$ cat src/rtl/bf_uart_pkg.sv
// ============================================================================
// Module      : bf_uart_pkg
// Description : Shared definitions for the TinyBF UART link: FSM state
//               encoding, 8N1 frame constants and bit-period helper.
// Revision    : 1.0 - initial release
// ============================================================================
`default_nettype none

package bf_uart_pkg;

    // IDLE/START/DATA/STOP carry the same meaning on the transmit side;
    // BREAK only exists on the receive side.
    typedef enum logic [2:0] {
        ST_IDLE  = 3'd0,
        ST_START = 3'd1,
        ST_DATA  = 3'd2,
        ST_STOP  = 3'd3,
        ST_BREAK = 3'd4
    } uart_state_t;

    // 8N1 framing
    localparam int UART_DATA_BITS = 8;
    localparam int UART_STOP_BITS = 1;

    // Clocks per bit period, integer truncation.
    function automatic int calc_clks_per_bit(input int clk_freq, input int baud_rate);
        return clk_freq / baud_rate;
    endfunction

endpackage

`default_nettype wire

$ cat src/rtl/bf_sync_fifo.sv
// ============================================================================
// Module      : bf_sync_fifo
// Description : Single-clock FIFO with full/empty flags. Push and pop may
//               occur in the same cycle, including when full; the caller
//               guarantees it never pushes into a full FIFO without a pop
//               and never pops an empty one.
// Ports       : clk, rst      - clock, asynchronous active-high reset
//               push, wr_data - write strobe and data
//               pop           - read strobe (advances head)
//               rd_data       - head entry
//               full, empty   - occupancy flags
// Revision    : 1.0 - initial release
// ============================================================================
`default_nettype none

module bf_sync_fifo #(
    parameter int WIDTH = 8,
    parameter int DEPTH = 4
) (
    input  logic             clk,
    input  logic             rst,
    input  logic             push,
    input  logic [WIDTH-1:0] wr_data,
    input  logic             pop,
    output logic [WIDTH-1:0] rd_data,
    output logic             full,
    output logic             empty
);

    localparam int AW = (DEPTH > 1) ? $clog2(DEPTH) : 1;
    localparam logic [AW-1:0] PTR_LAST = AW'(DEPTH - 1);
    localparam logic [AW:0]   CNT_FULL = (AW + 1)'(DEPTH);

    logic [WIDTH-1:0] mem [DEPTH];
    logic [AW-1:0]    wr_ptr;
    logic [AW-1:0]    rd_ptr;
    logic [AW:0]      count;

    always_ff @(posedge clk or posedge rst) begin
        if (rst) begin
            wr_ptr <= '0;
            rd_ptr <= '0;
            count  <= '0;
            for (int i = 0; i < DEPTH; i++) begin
                mem[i] <= '0;
            end
        end else begin
            if (push) begin
                mem[wr_ptr] <= wr_data;
                wr_ptr      <= (wr_ptr == PTR_LAST) ? '0 : wr_ptr + AW'(1);
            end
            if (pop) begin
                rd_ptr <= (rd_ptr == PTR_LAST) ? '0 : rd_ptr + AW'(1);
            end
            case ({push, pop})
                2'b10:   count <= count + (AW + 1)'(1);
                2'b01:   count <= count - (AW + 1)'(1);
                default: count <= count;
            endcase
        end
    end

    assign rd_data = mem[rd_ptr];
    assign full    = (count == CNT_FULL);
    assign empty   = (count == '0);

endmodule

`default_nettype wire

$ cat src/rtl/bf_uart_rx.sv
// ============================================================================
// Module      : bf_uart_rx
// Description : 8N1 UART receiver (LSB first) with valid/ready output,
//               framing-error and overrun reporting.
//               Build option BF_UART_RX_FIFO_EN: when defined the receive
//               buffer is a FIFO_DEPTH-entry FIFO, otherwise a single
//               holding register.
// Ports       : clk_i, rst_i  - clock, asynchronous active-high reset
//               uart_rx_i     - serial line (idle high, asynchronous)
//               rx_data_o     - head-of-buffer byte
//               rx_valid_o    - byte available
//               rx_ready_i    - consumer accepts (pop on valid & ready)
//               frame_err_o   - 1-cycle pulse: stop bit sampled low
//               overrun_o     - 1-cycle pulse: good byte dropped, buffer full
//               busy_o        - receiver FSM not idle
// Revision    : 1.0 - initial release
// ============================================================================
`default_nettype none

module bf_uart_rx
    import bf_uart_pkg::*;
#(
    parameter int CLK_FREQ     = 50000000,
    parameter int BAUD_RATE    = 38400,
    parameter int CLKS_PER_BIT = calc_clks_per_bit(CLK_FREQ, BAUD_RATE),
    parameter int FIFO_DEPTH   = 4
) (
    input  logic       clk_i,
    input  logic       rst_i,
    input  logic       uart_rx_i,
    output logic [7:0] rx_data_o,
    output logic       rx_valid_o,
    input  logic       rx_ready_i,
    output logic       frame_err_o,
    output logic       overrun_o,
    output logic       busy_o
);

    localparam int CNT_W = $clog2(CLKS_PER_BIT + 1);
    localparam logic [CNT_W-1:0] CNT_BIT  = CNT_W'(CLKS_PER_BIT);
    localparam logic [CNT_W-1:0] CNT_HALF = CNT_W'(CLKS_PER_BIT / 2);
    localparam logic [CNT_W-1:0] CNT_ONE  = CNT_W'(1);
    localparam logic [2:0]       BIT_LAST = 3'(UART_DATA_BITS - 1);

    // ------------------------------------------------------------------
    // Input synchronizer; resets to the idle (high) line level so that a
    // reset never looks like a start bit.
    // ------------------------------------------------------------------
    logic sync_meta;
    logic rxs;

    always_ff @(posedge clk_i or posedge rst_i) begin
        if (rst_i) begin
            sync_meta <= 1'b1;
            rxs       <= 1'b1;
        end else begin
            sync_meta <= uart_rx_i;
            rxs       <= sync_meta;
        end
    end

    // ------------------------------------------------------------------
    // Receive FSM
    // ------------------------------------------------------------------
    uart_state_t      state, state_next;
    logic [CNT_W-1:0] cnt, cnt_next;
    logic [2:0]       bit_idx, bit_idx_next;
    logic [7:0]       shift_reg, shift_next;
    logic             stop_good;
    logic             stop_bad;
    logic             tick;

    logic             buf_full;
    logic             pop;
    logic             push;
    logic             overrun_now;

    // The counter is loaded with N and the sample is taken on the cycle it
    // reads 1, so the sample lands exactly N cycles after the load.
    assign tick = (cnt == CNT_ONE);

    always_comb begin
        state_next   = state;
        cnt_next     = cnt;
        bit_idx_next = bit_idx;
        shift_next   = shift_reg;
        stop_good    = 1'b0;
        stop_bad     = 1'b0;
        case (state)
            ST_IDLE: begin
                if (!rxs) begin
                    cnt_next   = CNT_HALF;
                    state_next = ST_START;
                end
            end
            ST_START: begin
                if (tick) begin
                    if (rxs) begin
                        state_next = ST_IDLE;   // glitch, not a start bit
                    end else begin
                        cnt_next     = CNT_BIT;
                        bit_idx_next = '0;
                        state_next   = ST_DATA;
                    end
                end else begin
                    cnt_next = cnt - CNT_ONE;
                end
            end
            ST_DATA: begin
                if (tick) begin
                    shift_next = {rxs, shift_reg[7:1]};   // LSB arrives first
                    cnt_next   = CNT_BIT;
                    if (bit_idx == BIT_LAST) begin
                        state_next = ST_STOP;
                    end else begin
                        bit_idx_next = bit_idx + 3'd1;
                    end
                end else begin
                    cnt_next = cnt - CNT_ONE;
                end
            end
            ST_STOP: begin
                if (tick) begin
                    if (rxs) begin
                        stop_good  = 1'b1;
                        state_next = ST_IDLE;
                    end else begin
                        stop_bad   = 1'b1;
                        state_next = ST_BREAK;
                    end
                end else begin
                    cnt_next = cnt - CNT_ONE;
                end
            end
            ST_BREAK: begin
                // A line held low must return high before a new frame counts.
                if (rxs) begin
                    state_next = ST_IDLE;
                end
            end
            default: begin
                state_next = ST_IDLE;
            end
        endcase
    end

    always_ff @(posedge clk_i or posedge rst_i) begin
        if (rst_i) begin
            state       <= ST_IDLE;
            cnt         <= '0;
            bit_idx     <= '0;
            shift_reg   <= '0;
            frame_err_o <= 1'b0;
            overrun_o   <= 1'b0;
        end else begin
            state       <= state_next;
            cnt         <= cnt_next;
            bit_idx     <= bit_idx_next;
            shift_reg   <= shift_next;
            frame_err_o <= stop_bad;
            overrun_o   <= overrun_now;
        end
    end

    assign busy_o = (state != ST_IDLE);

    // ------------------------------------------------------------------
    // Buffer control. A pop in the same cycle frees the slot for a push
    // even when the buffer is full, so that case is not an overrun.
    // ------------------------------------------------------------------
    assign pop         = rx_valid_o & rx_ready_i;
    assign push        = stop_good & (~buf_full | pop);
    assign overrun_now = stop_good & buf_full & ~pop;

`ifdef BF_UART_RX_FIFO_EN
    logic fifo_empty;

    bf_sync_fifo #(
        .WIDTH (UART_DATA_BITS),
        .DEPTH (FIFO_DEPTH)
    ) u_fifo (
        .clk     (clk_i),
        .rst     (rst_i),
        .push    (push),
        .wr_data (shift_reg),
        .pop     (pop),
        .rd_data (rx_data_o),
        .full    (buf_full),
        .empty   (fifo_empty)
    );

    assign rx_valid_o = ~fifo_empty;
`else
    logic [7:0] hold_data;
    logic       hold_valid;

    always_ff @(posedge clk_i or posedge rst_i) begin
        if (rst_i) begin
            hold_data  <= '0;
            hold_valid <= 1'b0;
        end else begin
            if (push) begin
                hold_data  <= shift_reg;
                hold_valid <= 1'b1;
            end else if (pop) begin
                hold_valid <= 1'b0;
            end
        end
    end

    assign buf_full   = hold_valid;
    assign rx_data_o  = hold_data;
    assign rx_valid_o = hold_valid;
`endif

endmodule

`default_nettype wire

$ cat config.mk
export PLATFORM = sky130hd
export DESIGN_NAME = bf_uart_rx
export DESIGN_NICKNAME = d
export VERILOG_FILES = /design/src/rtl/bf_uart_pkg.sv /design/src/rtl/bf_sync_fifo.sv /design/src/rtl/bf_uart_rx.sv
export SDC_FILE = /design/constraint.sdc
export NUM_CORES = 1
export LEC_CHECK = 0
export ABC_AREA = 1
export CORE_MARGIN = 2
export CORE_UTILIZATION = 50
export CTS_CLUSTER_DIAMETER = 60
export CTS_CLUSTER_SIZE = 8
export DETAILED_ROUTE_END_ITERATION = 8
export DONT_BUFFER_PORTS = 1
export PLACE_DENSITY_LB_ADDON = 0.05
export SKIP_CTS_REPAIR_TIMING = 1
export SYNTH_ARGS = -nofsm -noshare
export SYNTH_HDL_FRONTEND = slang
export SYNTH_HIERARCHICAL = 1
export SYNTH_SLANG_ARGS = --single-unit
export TNS_END_PERCENT = 1
$ cat constraint.sdc
create_clock -name clk_i -period 2.25 [get_ports clk_i]
set_clock_uncertainty 0.1 [all_clocks]
set_input_delay 0.225 -clock clk_i [delete_from_list [all_inputs] [get_ports clk_i]]
set_output_delay 0.225 -clock clk_i [all_outputs]
set_load 0.1 [all_outputs]
== Yosys cells after proc, flatten, opt, wreduce, memory -nomap -nowiden ==
Index checks and enable logic that the tools add are counted.

* Flip-flop bits (word level): 38
* Input port bits: 4
* Output and inout bits: 12
* Word-level logic and storage cells: 72

* Add/sub/neg operators: 2
* Equal/unequal tests: 16
* Mux-type cells: 28
* Bitwise gates (word level): 7
* Reduce and logical (&&, ||, !) cells: 9

{| class="wikitable"
|+ Operators with widths
! operator !! number
|-
| $mux W11 || 5
|-
| $pmux W11 S4 || 1
|-
| $mux W3 || 11
|-
| $ne A2 B2 Y1 const B || 9
|-
| $pmux W3 S5 || 1
|-
| $eq A11 B1 Y1 const B || 1
|-
| $sub A11 B1 Y11 const B || 1
|-
| $mux W1 || 8
|-
| $eq A3 B2 Y1 const B || 2
|-
| $eq A3 B3 Y1 const B || 2
|-
| $pmux W3 S2 || 1
|-
| $reduce_and A6 Y1 || 1
|-
| $reduce_and A5 Y1 || 1
|-
| $and A1 B1 Y1 || 4
|-
| $reduce_and A4 Y1 || 1
|-
| $reduce_bool A2 Y1 || 2
|-
| $reduce_bool A4 Y1 || 1
|-
| $add A3 B1 Y3 const B || 1
|-
| $eq A3 B1 Y1 const B || 1
|-
| $logic_not A3 Y1 || 1
|-
| $ne A3 B3 Y1 const B || 1
|-
| $reduce_bool A3 Y1 || 1
|-
| $mux W2 || 1
|-
| $not A1 Y1 || 2
|-
| other kinds (2) || 2
|}

== Logic depth before layout (Yosys ltp) ==
Gate-level depths: netlist of the first run.

* Depth after elaboration: 5
* Mapped depth: 11
* Depth with buffers taken out: 11

== Worst setup path before layout of the first run ==
OpenSTA, ideal clock, no wires.

* Path kind: register -> register
* Start point: register hold_valid, in the netlist rx_valid_o
* End point: register hold_data[5], in the netlist rx_data_o[5]
* Library setup time: 0.074 ns
* Arrival time: 1.610 ns
* Data required time: 2.076 ns
* Slack: 0.467 ns
* Stages on the path, launching flop included: 6
* Path buffers: 1
* Clock period less this slack: 1.783 ns
* Cell sequence: dfrtp_1 -> nand2_1 -> nand2_4 -> buf_6 -> nand2_2 -> o21ai_2

* Word-level cells in the longest chain between the ends: 3
* Elaborated cells on any way between the ends: 4
* Those cells by class: 4 x bitwise

{| class="wikitable"
|+ RTL lines
! item !! line !! text
|-
| from (decl) || bf_uart_rx.sv:195 || <nowiki>logic hold_valid;</nowiki>
|-
| from (signal assigned) || bf_uart_rx.sv:200 || <nowiki>hold_valid <= 1'b0;</nowiki>
|-
| from (signal assigned) || bf_uart_rx.sv:204 || <nowiki>hold_valid <= 1'b1;</nowiki>
|-
| from (signal assigned) || bf_uart_rx.sv:206 || <nowiki>hold_valid <= 1'b0;</nowiki>
|-
| $and A1 B1 Y1 or $not A1 Y1 (tied branches) || bf_uart_rx.sv:171, bf_uart_rx.sv:172 ||
|-
| $or A1 B1 Y1 (*) || bf_uart_rx.sv:172 || <nowiki>assign push = stop_good & (~buf_full | pop);</nowiki>
|-
| $and A1 B1 Y1 (*) || bf_uart_rx.sv:172 ||
|-
| to (signal assigned) || bf_uart_rx.sv:203 || <nowiki>hold_data <= shift_reg;</nowiki>
|-
| to (decl) || bf_uart_rx.sv:194 || <nowiki>logic [7:0] hold_data;</nowiki>
|}

Every way passes the cells marked *; elsewhere a longest branch is shown, timed or not.
A chain may end at the register's enable or synchronous reset.

== Worst setup path after layout of the first run ==
* Start point: register cnt[1]
* End point: register cnt[1]

* Word-level cells in the longest chain between the ends: 3
* Elaborated cells on any way between the ends: 9
* Those cells by class: 1 x add/sub; 3 x eq/ne; 4 x mux; 1 x reduce/logical

{| class="wikitable"
|+ RTL lines
! item !! line !! text
|-
| from (decl) || bf_uart_rx.sv:66 || <nowiki>logic [CNT_W-1:0] cnt, cnt_next;</nowiki>
|-
| from (signal assigned) || bf_uart_rx.sv:157 || <nowiki>cnt <= cnt_next;</nowiki>
|-
| $sub A11 B1 Y11 or $eq A11 B1 Y1 (tied branches) || -- ||
|-
| $mux W11, or another cell as far along || bf_uart_rx.sv:123 || <nowiki>if (tick) begin</nowiki>
|-
| $pmux W11 S4 or $reduce_and A4 Y1 (tied branches) || -- ||
|}

Several ways; a longest one is shown, not always the timed one. The select of a mux whose other input is x is not followed.

==> results of run 1 <==
-- synth_stat cells (2+ instances only) --
master	number
xor2_1	3
buf_4	2
nand3_2	4
nand2_2	4
inv_1	25
o21ai_2	8
nor2_4	4
nor2_1	19
nand2_1	82
o21ai_0	10
dfrtp_1	36
nand4_1	6
inv_2	3
o21ai_1	6
ha_1	4
nand3_1	21
dfstp_2	2
nand2_4	3
nor2_2	3
xnor2_1	2
-- layout make-up --
| class | instances | share of cell area |
|---|---|---|
| multi-input combinational | 186 | 0.4232 |
| clock buffer | 7 | 0.03655 |
| sequential | 38 | 0.4036 |
| clock inverter | 1 | 0.01271 |
| tap | 50 | 0.02648 |
| timing repair buffer | 16 | 0.05297 |
| inverter | 28 | 0.04449 |
-- stage by stage --
step / cell area [um^2] / cells
floorplan: 2090 / 256
global placement: 2226 / 316
detailed placement: 2226 / 316
CTS: 2342 / 324
global route: 2362 / 326
finish: 2362 / 326
-- kinds of logic (layout without fill, tap and decap cells) --
group	Yosys count	in the layout	synth area share
flip-flops	38	38	0.4563
buffers and inverters	32	52	0.06526
AO/OA/AOI/OAI	27	27	0.08144
AND/OR/NAND/NOR	150	150	0.3521
adder cells (fa/ha/maj)	4	4	0.02395
XOR/XNOR	5	5	0.02096
-- power breakdown --
group	internal, uW	switching (uW)	total, uW	leakage, uW
Clock	362	237	599	0.0000585
Combinational	4.37	16.3	20.6	0.000669
Sequential	686	1.41	687	0.000488
-- how the worst max path moves through the flow --
stage | startpoint | end | slack (ns) | depth (start not counted)
detailed placement | cnt[0] | cnt[2] | 0.52 | 8
global placement | cnt[0] | cnt[2] | 0.55 | 8
global route | cnt[0] | cnt[10] | 0.35 | 9
floorplan | rx_valid_o | rx_data_o[5] | 0.47 | 5
finish | cnt[1] | cnt[1] | 0.49 | 9
CTS | cnt[1] | cnt[2] | 0.49 | 9
-- critical path, stage by stage, from the launching register on --
cell and delay, ns:
dfrtp_1 0.35, inv_1 0.07, ha_1 0.23, nand2_4 0.12
nor2_2 0.06, nand3_1 0.07, nand2_1 0.06, nor2_2 0.43
nand2_1 0.11, o21ai_1 0.10
-- layer usage --
metal,GRT usage,vias to the layer above,part of all wire
li1,-,856,-
met1,0.2438,722,0.48
met2,0.3365,29,0.48
met3,0.03409,2,0.029
met4,0.07500,0,0.0064
met5,0,-,0
==> flow_summary.yaml, run 1 <==
drt:
  wl_per_cell_um: 12.43
  drt-pass1-iter-count: 4
  routed_wl_um: 4053
  drc: 0
  viasPerCell: 4.936
  detail-route-antenna-nets: 0
  vias: 1609
  first_iter_violations: 64
timing:
  tns_ns: 0
  fin_crit_sh: 0.7816
  rsz0062_at_grt: "false"
  holdWs_ns: 0.1114
  worst_pin_slew_ns: 0.5271
  maxSlewViolCount: 0
  slew_headroom: 0.6482
  final-hold-violation-count: 0
  fin_crit_ns: 1.759
  setup_viol: 0
  clock.fmax_ghz: 0.5687
  fin_ws_ns: 0.4915
pwr:
  powerDensity_mw_per_mm2: 553.2
  vdd_drop_max_mv: 0.4782
  leakage_uw: 0.001215
  report.power.total_uw: 1307
cells_and_area:
  final_common_cell: "nand2_1"
  drive_gt1_frac: 0.1993
  multi_input_area_um2: 999.7
  fillers: 358
  largest_reg_flops: 11
  area_delta_synth_final_pct: 13.05
  mostFrequentLayoutCells: "nand2_1 (82), dfrtp_1 (36), inv_1 (25)"
  post-route-util: 0.5906
  fin_nets: 283
  diodes: 0
  regArea_um2: 953.4
setup_path:
  r2r_setup_slack_ns: 0.49
  worstPathArrival_ns: 1.87
  start_kind: "flop"
  timing.rr.end: "cnt[1]"
  cp.required_ns: 2.36
  cp_max_fo: 12
  endpoint_kind: "flop"
  rr_startpoint: "cnt[1]"
  rr_worst_depth: 9
  critPathKind: "flop to flop"
clocking:
  tritoncts: "yes"
  cts_num_sinks: 38
  cts_buffers: 5
  clock_latency_ns: 0.28
  h-tree-depth: 2
  path_clk_slew_ns: 0.08
  cts_buffer_depth: 2
  cts_root_buf: "clkbuf_8"
worst_hold_path:
  whs_endpoint: "overrun_o"
  hold_depth: 3
  hold_start: "rx_ready_i"
  hp-class: "input port to flop"
die:
  fp-row-count: 23
  die_y_um: 68.65
  die_area_mm2: 0.004712
  die_w_um: 68.65
  coreArea_mm2: 0.004000
  start_util: 0.5224
  io_pins: 16
synth:
  synth_top_flop_cell: "dfrtp_1"
  synth_top_cell_by_area: "dfrtp_1"
  ys_seq_area_frac: 0.4563
  synthTopCellsByArea: "dfrtp_1 (43%), nand2_1 (15%), nand3_1 (5.0%), inv_1 (4.5%), nor2_1 (3.4%)"
  syn-num-nets: 264
  synth-seq-cells: 38
  synth_area_mm2: 0.002090
  synth.avg_cell_area_um2: 8.162
  netlist_instances: 256
  yosys.area.top_type_share: 0.4311
  synth_cell_type_count: 29
  synthArstFlopShare: 1.000
  synth_edf_count: 0
  ys_warn_count: 6
placed_design:
  gp_congestion: 0.8286
  io_buffer_count: 0
  pre_cts_slack_ns: 0.5153
  dp.final_hpwl_um: 2878
job:
  max-cap-violations: 0
status:
  status: "complete, no violations"
grt:
  grt_pass1_wl_um: 6844
  grt_max_degree: 39
  antenna_found_initial: 0
  grt_pass1_vias: 1537
  gr-usage-all-layers: 0.1958
  grt.overflow.total: 0
No activity file was read; power rests on OpenSTA's default activity.
==> inputs of run 2 (changes only) <==
- clock period: 2.25 -> 1.7 ns (I/O delays scaled with it)
==> flow_summary.yaml, run 2 (synthesized netlist as in run 1, its figures left out) <==
clocking:
  path_clk_slew_ns: 0.08
  cts_num_sinks: 38
  cts_root_buf: "clkbuf_8"
  cts_buffer_depth: 2
  h-tree-depth: 2
  tritoncts: "yes"
  cts_buffers: 5
  clock_latency_ns: 0.30
timing:
  worst_pin_slew_ns: 0.4776
  setup_viol: 0
  fin_crit_ns: 1.666
  fin_crit_sh: 0.9799
  maxSlewViolCount: 0
  rsz0062_at_grt: "true"
  clock.fmax_ghz: 0.6003
  final-hold-violation-count: 0
  slew_headroom: 0.6816
cells_and_area:
  mostFrequentLayoutCells: "nand2_1 (78), dfrtp_1 (33), buf_4 (28)"
  final_common_cell: "nand2_1"
  layout.cells.non_filler: 341
  diodes: 0
  fillers: 361
  largest_reg_flops: 11
  fin_nets: 298
  area_delta_synth_final_pct: 23.29
  drive_gt1_frac: 0.3058
drt:
  wl_per_cell_um: 12.52
  vias: 1706
  routed_wl_um: 4268
  drc: 0
  detail-route-antenna-nets: 0
  drt-pass1-iter-count: 4
  viasPerCell: 5.003
  first_iter_violations: 86
die:
  coreArea_mm2: 0.004000
  io_pins: 16
  die_w_um: 68.65
  fp-row-count: 23
  start_util: 0.5224
  die_area_mm2: 0.004712
  die_y_um: 68.65
placed_design:
  dp_cells: 326
  io_buffer_count: 0
  gp_congestion: 0.7913
  dp.final_hpwl_um: 2948
grt:
  grt_pass1_vias: 1502
  grt.overflow.total: 0
  grt_max_degree: 39
  gr-usage-all-layers: 0.1926
  grt_pass1_wl_um: 6499
  antenna_found_initial: 0
pwr:
  leakage_uw: 0.001293
  report.power.total_uw: 1894
  powerDensity_mw_per_mm2: 735.3
  vdd_drop_max_mv: 0.5474
setup_path:
  critPathMostFrequentCell: "nand2_4"
  timing.rr.end: "rx_data_o[5]"
  critPathMaxStageDelay_ns: 0.39
  slowest_stage: "dfrtp_1"
  cp_max_fo: 7
  critPathKind: "flop to flop"
  start_kind: "flop"
  cp.required_ns: 1.82
  crit_start: "cnt[1]"
  endpoint_kind: "flop"
  rr_worst_depth: 8
  crit_chain: "inv_2 > ha_4 > nand2_4 > nor2_8 > nand3_4 > nor2_4 > nand2_4 > o21ai_2"
  path_buf_inv: 1
  r2r_setup_slack_ns: 0.03
  rr_startpoint: "cnt[1]"
  worstPathArrival_ns: 1.79
  cp_top_family: "simple AND/OR/NAND/NOR gates"
job:
  max-cap-violations: 0
worst_hold_path:
  whs_endpoint: "rx_valid_o"
  hold_start: "rx_ready_i"
  hp-class: "input port to flop"
  hold_depth: 3
status:
  status: "complete, no violations"
run 2: power breakdown:
part / total, uW / internal [uW] / switching, uW / leakage, uW
Combinational: 29.5 / 7.24 / 22.3 / 0.000737
Sequential: 909 / 908 / 1.97 / 0.000485
Clock: 955 / 626 / 329 / 0.0000714
Total: 1890 / 1540 / 354 / 0.00129
run 2: cell type report:
class	instances	area, um^2	share of cell area
Inverter	28	105.1	0.04080
Tap cell	50	62.56	0.02428
Sequential cell	38	957.2	0.3715
Clock inverter	2	60.06	0.02331
Timing Repair Buffer	30	230.2	0.08936
Clock buffer	6	82.58	0.03205
Multi-Input combinational cell	187	1079	0.4186
run 2: how the worst max path moves through the flow:
stage	endpoint	cells past startpoint
detailed placement	cnt[8]	9
global route	rx_data_o[5]	8
floorplan	rx_data_o[5]	10
global placement	cnt[3]	7
finish	rx_data_o[5]	8
CTS	cnt[2]	9
run 2: metrics by stage:
step | TNS, ns | util | worst slack, ns | cell area [um^2] | hold slack, ns
after floorplan | 0 | - | 0.1016 | 2091 | 0.07448
after global placement | -0.3377 | 0.5755 | -0.1023 | 2302 | 0.07454
after detailed placement | -0.2179 | 0.5755 | -0.03826 | 2302 | 0.07454
after CTS | -0.4628 | 0.6112 | -0.06280 | 2445 | -0.2423
after global routing | -0.2642 | 0.6440 | -0.05136 | 2576 | 0.2398
final | 0 | 0.6440 | 0.03410 | 2576 | 0.1954
run 2: routing by layer:
| metal | part of all wire | track usage | vias to the layer above |
|---|---|---|---|
| li1 | - | - | 881 |
| met1 | 0.47 | 0.2320 | 797 |
| met2 | 0.48 | 0.3149 | 22 |
| met3 | 0.032 | 0.05682 | 6 |
| met4 | 0.018 | 0.09000 | 0 |
| met5 | 0 | 0 | - |
run 2: tightest hold or removal path, stage by stage:
cell     delay (ns)
inv_1          0.03
nand2_1        0.22
nand2_1        0.14
